==> src/rtl/data_mem_ctrl_pkg.sv <==
// Shared types and defaults for the data-memory controller.
package data_mem_ctrl_pkg;

    localparam int unsigned DMEM_AW = 8;
    localparam int unsigned DMEM_DW = 8;
    localparam int unsigned CNT_W   = 4;

    typedef enum logic [1:0] {
        MemIdle,
        MemWait,
        MemResp
    } mem_state_t;

    // Counter preload on accept; a zero-wait build never enters MemWait.
    function automatic logic [CNT_W-1:0] wait_preload(int unsigned wait_cycles);
        return (wait_cycles == 0) ? '0 : CNT_W'(wait_cycles - 1);
    endfunction

endpackage

==> src/rtl/data_mem_ctrl_dmem_array.sv <==
// Single-port data RAM, synchronous read and write, no reset on contents.
module dmem_array #(
    parameter int unsigned DW = 8,
    parameter int unsigned AW = 8
) (
    input  logic          clk,
    input  logic          we_i,
    input  logic [AW-1:0] addr_i,
    input  logic [DW-1:0] wdata_i,
    output logic [DW-1:0] rdata_o
);

    logic [DW-1:0] mem_q [2**AW];

    always_ff @(posedge clk) begin
        if (we_i) begin
            mem_q[addr_i] <= wdata_i;
        end
        rdata_o <= mem_q[addr_i];
    end

endmodule

==> src/rtl/data_mem_ctrl.sv <==
// Data-memory controller: one load/store per instruction with wait states and core stall.
// Optional write protection of addresses >= WP_BASE is enabled by defining DMEM_WP_EN.
module data_mem_ctrl
    import data_mem_ctrl_pkg::*;
#(
    parameter int unsigned   DW          = DMEM_DW,
    parameter int unsigned   AW          = DMEM_AW,
    parameter int unsigned   WAIT_CYCLES = 1,
    parameter logic [AW-1:0] WP_BASE     = AW'('hF0)
) (
    input  logic          clk,
    input  logic          rst_n,
    input  logic          req_load_i,
    input  logic          req_stor_i,
    input  logic [AW-1:0] addr_i,
    input  logic [DW-1:0] stor_data_i,
    output logic [DW-1:0] load_data_o,
    output logic          load_en_o,
    output logic          stall_o,
    output logic          conflict_o,
    output logic          wp_fault_o
);

`ifdef DMEM_WP_EN
    localparam bit WpEn = 1'b1;
`else
    localparam bit WpEn = 1'b0;
`endif

    localparam logic [CNT_W-1:0] CntInit = wait_preload(WAIT_CYCLES);

    mem_state_t       state_q, state_d;
    logic [CNT_W-1:0] cnt_q, cnt_d;
    logic [AW-1:0]    addr_q, addr_d;
    logic [DW-1:0]    data_q, data_d;
    logic             is_store_q, is_store_d;
    logic             conflict_q, conflict_d;
    logic [DW-1:0]    load_data_q, load_data_d;

    logic             req;
    logic             resp;
    logic             wp_hit;
    logic             wp_block;
    logic             ram_we;
    logic [AW-1:0]    ram_addr;
    logic [DW-1:0]    ram_rdata;

    assign req  = req_load_i | req_stor_i;
    assign resp = (state_q == MemResp);

    always_comb begin
        state_d    = state_q;
        cnt_d      = cnt_q;
        addr_d     = addr_q;
        data_d     = data_q;
        is_store_d = is_store_q;
        conflict_d = 1'b0;
        unique case (state_q)
            MemIdle: begin
                if (req) begin
                    addr_d     = addr_i;
                    // Only a real store samples storData; it may float otherwise.
                    data_d     = req_stor_i ? stor_data_i : data_q;
                    is_store_d = req_stor_i;
                    conflict_d = req_load_i & req_stor_i;
                    cnt_d      = CntInit;
                    state_d    = (WAIT_CYCLES > 0) ? MemWait : MemResp;
                end
            end
            MemWait: begin
                if (cnt_q == '0) begin
                    state_d = MemResp;
                end else begin
                    cnt_d = cnt_q - 1'b1;
                end
            end
            MemResp: state_d = MemIdle;
            default: state_d = MemIdle;
        endcase
    end

    always_ff @(posedge clk or negedge rst_n) begin
        if (!rst_n) begin
            state_q     <= MemIdle;
            cnt_q       <= '0;
            addr_q      <= '0;
            data_q      <= '0;
            is_store_q  <= 1'b0;
            conflict_q  <= 1'b0;
            load_data_q <= '0;
        end else begin
            state_q     <= state_d;
            cnt_q       <= cnt_d;
            addr_q      <= addr_d;
            data_q      <= data_d;
            is_store_q  <= is_store_d;
            conflict_q  <= conflict_d;
            load_data_q <= load_data_d;
        end
    end

    assign wp_hit   = (addr_q >= WP_BASE);
    assign wp_block = WpEn & is_store_q & wp_hit;

    // Writes land on the edge leaving RESP; reads are captured on the edge entering it.
    assign ram_we   = resp & is_store_q & ~wp_block;
    assign ram_addr = (state_q == MemIdle) ? addr_i : addr_q;

    dmem_array #(
        .DW(DW),
        .AW(AW)
    ) u_dmem_array (
        .clk    (clk),
        .we_i   (ram_we),
        .addr_i (ram_addr),
        .wdata_i(data_q),
        .rdata_o(ram_rdata)
    );

    assign load_en_o   = resp & ~is_store_q;
    assign load_data_o = load_en_o ? ram_rdata : load_data_q;
    assign load_data_d = load_data_o;

    assign stall_o    = ((state_q == MemIdle) & req) | (state_q == MemWait);
    assign conflict_o = conflict_q;
    assign wp_fault_o = resp & wp_block;

endmodule

==> config.mk <==
export PLATFORM = sky130hd
export DESIGN_NAME = data_mem_ctrl
export DESIGN_NICKNAME = d
export VERILOG_FILES = /design/src/rtl/data_mem_ctrl_pkg.sv /design/src/rtl/data_mem_ctrl_dmem_array.sv /design/src/rtl/data_mem_ctrl.sv
export SDC_FILE = /design/constraint.sdc
export NUM_CORES = 2
export LEC_CHECK = 0
export CORE_MARGIN = 3
export CORE_UTILIZATION = 35
export CTS_CLUSTER_SIZE = 14
export DETAILED_ROUTE_END_ITERATION = 8
export SLEW_MARGIN = 20
export SYNTH_ARGS = -nofsm -noshare
export SYNTH_HDL_FRONTEND = slang
export SYNTH_SLANG_ARGS = --single-unit
==> constraint.sdc <==
create_clock -name clk -period 4.7 [get_ports clk]
set_input_delay 0.705 -clock clk [delete_from_list [all_inputs] [get_ports clk]]
set_output_delay 0.705 -clock clk [all_outputs]
set_load 0.02 [all_outputs]
==> impl_metrics.xml <==
<?xml version="1.0" encoding="UTF-8"?>
<metrics>
  <group name="final_layout">
    <metric name="fillCellCount" unit="">19212</metric>
    <metric name="register_area" unit="µm²">62500</metric>
    <metric name="nets" unit="">4585</metric>
    <metric name="layout.cell_area.non_filler" unit="µm²">89900</metric>
    <metric name="layout-area-overhead-vs-synth" unit="%">16.8</metric>
    <metric name="finalNonFillerCells" unit="">7591</metric>
    <metric name="postLayoutCoreUtil" unit="">0.413</metric>
    <metric name="total_area_of_multi_input_combinational_cells" unit="µm²">13300</metric>
    <metric name="post_route_cells_drive_above_1_share" unit="">0.164</metric>
  </group>
  <group name="clocking">
    <metric name="worst_setup_hold_path_clk_slew" unit="ps">70</metric>
    <metric name="numClockSinks" unit="">2088</metric>
    <metric name="cts-resized-gates" unit="">0</metric>
    <metric name="root_buffer" unit="">clkbuf_16</metric>
    <metric name="postCtsHoldBufs" unit="">0</metric>
    <metric name="htreeDepth" unit="">4</metric>
    <metric name="worst_skew_pair.late_latency" unit="ps">840</metric>
    <metric name="cts_setup_buffers" unit="">0</metric>
    <metric name="clock_tree_from_tritoncts" unit="">done</metric>
    <metric name="max-clock-path-buffers" unit="">3</metric>
    <metric name="cts_inserted_buffers" unit="">201</metric>
  </group>
  <group name="placement">
    <metric name="place.detailed.hpwl" unit="µm">125000</metric>
    <metric name="place_inst" unit="">7213</metric>
    <metric name="gpl.final_weighted_congestion" unit="">0.860</metric>
    <metric name="numPortBuffers" unit="">30</metric>
    <metric name="post_dp_cell_area" unit="µm²">83600</metric>
    <metric name="pre_cts_slack" unit="ps">-58.4</metric>
  </group>
  <group name="routing">
    <metric name="totalWireLength" unit="µm">207000</metric>
    <metric name="drt_first_iter_violations" unit="">5514</metric>
    <metric name="detailroute.via_count" unit="">43635</metric>
    <metric name="drt_drc_violations_left" unit="">0</metric>
    <metric name="detail_route.wl_per_cell" unit="µm">27.2</metric>
    <metric name="antenna_left" unit="">0</metric>
    <metric name="via_density_per_instance" unit="">5.75</metric>
    <metric name="drt-pass1-iter-count" unit="">6</metric>
  </group>
  <group name="critical_path">
    <metric name="path_cells" unit="">nor2_4 &gt; o31ai_4 &gt; buf_12 &gt; buf_4 &gt; buf_4 &gt; a22o_1 &gt; a221oi_1 &gt; o22ai_1 &gt; nor4_1 &gt; a21oi_1 &gt; buf_4 &gt; a2111o_1</metric>
    <metric name="worst_r2r_path_depth" unit="">12</metric>
    <metric name="worst-path-max-fanout" unit="">39</metric>
    <metric name="crit_path_start" unit="">state_q[1]</metric>
    <metric name="worst_path_max_delay_cell" unit="">nor4_1</metric>
    <metric name="reg2reg_setup_slack" unit="ps">90</metric>
    <metric name="criticalPathCategory" unit="">flop to flop</metric>
    <metric name="setup.worst_path.end_class" unit="">flop</metric>
    <metric name="timing.rr.start" unit="">state_q[1]</metric>
    <metric name="arrival" unit="ps">5310</metric>
    <metric name="cp-start-kind" unit="">flop</metric>
    <metric name="critical-path-max-stage-delay" unit="ps">740</metric>
    <metric name="crit_path_frequent_cell" unit="">buf_4</metric>
    <metric name="worst-endpoint-required" unit="ps">5400</metric>
  </group>
  <group name="floorplan">
    <metric name="core" unit="µm²">218000</metric>
    <metric name="die_w" unit="µm">475</metric>
    <metric name="rows" unit="">171</metric>
    <metric name="io_pins" unit="">32</metric>
    <metric name="die_height" unit="µm">475</metric>
    <metric name="die-area" unit="µm²">226000</metric>
    <metric name="start_util" unit="">0.353</metric>
  </group>
  <group name="sta">
    <metric name="postLayoutSetupSlackWorst" unit="ps">93.8</metric>
    <metric name="hold_viol" unit="">0</metric>
    <metric name="highest_clock_rate" unit="MHz">217</metric>
    <metric name="worst_slew_margin_rel" unit="">0.209</metric>
    <metric name="layout_worst_path_cycle_share" unit="">0.980</metric>
    <metric name="worst-slew-pin-transition" unit="ps">1180</metric>
    <metric name="finalMaxSlewViolations" unit="">0</metric>
    <metric name="finalClockSkew" unit="ps">47.9</metric>
    <metric name="finalWorstPathRequiredPeriod" unit="ps">4610</metric>
    <metric name="finalSetupViolCount" unit="">0</metric>
    <metric name="grt_setup_unrepaired" unit="">false</metric>
  </group>
  <group name="synthesis">
    <metric name="ys_warn_count" unit="">0</metric>
    <metric name="postSynthRegisterBits" unit="">2088</metric>
    <metric name="netlist_area_before_placement" unit="µm²">77000</metric>
    <metric name="ys_dominant_reg_cell" unit="">edfxtp_1</metric>
    <metric name="post_synth_num_cell_types" unit="">40</metric>
    <metric name="post-synth-top-area-fraction" unit="">0.799</metric>
    <metric name="ys_seq_area_frac" unit="">0.812</metric>
    <metric name="netlist_top_cells_count" unit="">2048 x edfxtp_1, 512 x a221oi_1, 512 x a22o_1</metric>
    <metric name="synthArstFlopShare" unit="">0.0153</metric>
    <metric name="synthCells" unit="">4199</metric>
    <metric name="yosysTopAreaCell" unit="">edfxtp_1</metric>
    <metric name="synth.avg_cell_area" unit="µm²">18.3</metric>
    <metric name="synth_nets" unit="">4221</metric>
    <metric name="synth_enable_flop_cells" unit="">2048</metric>
    <metric name="library_cell_with_the_highest_instance_count_after_synthesis" unit="">edfxtp_1</metric>
    <metric name="synth_area_leaders" unit="">edfxtp_1 80%, a221oi_1 5.8%, a22o_1 5.8%</metric>
  </group>
  <group name="power_and_ir_drop">
    <metric name="ir_worst_vdd" unit="µV">613</metric>
    <metric name="power.net_switching" unit="µW">19000</metric>
    <metric name="power.share.combinational" unit="">0.299</metric>
    <metric name="design_power_total" unit="µW">56800</metric>
    <metric name="p_leak" unit="µW">0.0282</metric>
    <metric name="power.switching_fraction" unit="">0.334</metric>
    <metric name="clock_power_share" unit="">0.273</metric>
    <metric name="seq_power_share" unit="">0.428</metric>
    <metric name="intPower" unit="µW">37800</metric>
    <metric name="power-per-cell-area" unit="nW/µm²">632</metric>
  </group>
  <group name="global_routing">
    <metric name="grt_max_degree" unit="">135</metric>
    <metric name="grt_remaining_overflow" unit="">0</metric>
    <metric name="wire_length_of_the_first_global_routing_pass" unit="µm">300000</metric>
    <metric name="antenna_found_initial" unit="">11</metric>
    <metric name="grt_use_total" unit="">0.179</metric>
    <metric name="first_global_vias" unit="">42987</metric>
  </group>
  <group name="outcome">
    <metric name="outcome" unit="">finished clean</metric>
  </group>
  <group name="hold_path">
    <metric name="hold_class" unit="">primary input to asynchronous set/reset pin</metric>
  </group>
  <group name="job">
    <metric name="max_cap_violations" unit="">0</metric>
  </group>
</metrics>
==> routing by layer <==
layer	GRT usage	vias to the layer above	share of wire
li1	-	18702	-
met1	0.248	22698	0.42
met2	0.288	1873	0.48
met3	0.0301	360	0.074
met4	0.0588	2	0.034
met5	0	-	0.000097
==> sequential cells by signal, indices dropped and copies added (netlist names) <==
signal	cells
u_dmem_array.mem_q	2048
addr_q	8
data_q	8
load_data_q	8
u_dmem_array.rdata_o	8
cnt_q	4
state_q	2
conflict_o	1
is_store_q	1
==> worst paths after layout <==
path	end
max in group asynchronous	data_q[1]
min	addr_q[6]
min in group clk	load_data_q[0]
min reg2reg	load_data_q[0]
max	u_dmem_array.rdata_o[6]
max reg2reg	u_dmem_array.rdata_o[6]
==> metrics by stage <==
step                      setup TNS [ps]  hold WS, ps
after detailed placement           -58.4          486
final                                  0          282
after global placement              -274          487
after CTS                              0          239
after global routing                   0          271
after floorplan                        0          409
==> cell type report <==
type / instances / share of cell area
flip-flops and latches: 2088 / 0.695
multi-input cells: 1789 / 0.147
clock buffers: 270 / 0.0600
repair buffers: 480 / 0.0475
well taps: 2854 / 0.0397
clock inverters: 102 / 0.00994
diodes: 5 / 0.000139
inverters: 3 / 0.000125
==> power by group through the flow <==
| stage | sequential (µW) | combinational, µW | clock (µW) |
|---|---|---|---|
| 6_report | 24300 | 17000 | 15500 |
| 3_3_place_gp | 24800 | 16700 | 0 |
| 4_1_cts | 24400 | 16900 | 15700 |
| 3_5_place_dp | 24800 | 16800 | 0 |
| 5_1_grt | 24400 | 18000 | 16500 |
| 2_1_floorplan | 25800 | 8440 | 0 |
==> cells by family after synthesis <==
logic type	Yosys count	synth area share
flip-flops	2088	0.812
other	1	0.0000487
adder cells (fa/ha/maj)	2	0.000325
buffers and inverters	322	0.0178
AND/OR/NAND/NOR	426	0.0244
XOR/XNOR	2	0.000228
AO/OA/AOI/OAI	1333	0.142
multiplexers	25	0.00364
==> layout by cell type (no fill, tap or decap), types with 3 or more instances in the layout <==
master	n
nor4_1	65
mux2_2	24
clkdlybuf4s50_1	30
o21ai_0	5
a22o_1	512
clkbuf_1	62
nand3_1	4
nand2_1	52
clkinv_8	4
dfrtp_1	24
diode_2	5
buf_4	403
and2_1	3
inv_1	3
inv_6	5
clkbuf_16	204
nor2_1	264
a2111o_1	8
edfxtp_1	2048
a21oi_1	16
nand3_2	15
clkbuf_8	4
nand2b_1	10
o31ai_1	3
clkinv_1	41
o22ai_1	256
bufinv_16	11
o21ai_1	5
a21boi_0	7
buf_12	47
dfrtp_4	8
nand3b_1	6
a221oi_1	512
clkinv_2	31
clkinvlp_4	6
dfxtp_1	8
==> worst max-delay path, delay by kind of cell (launching register included) <==
kind,cells,cell delay [ps]
flip-flops,1,450
AND/OR/NAND/NOR,2,1460
buffers and inverters,4,920
AO/OA/AOI/OAI,6,1600
(Power assumes the default switching activity.)
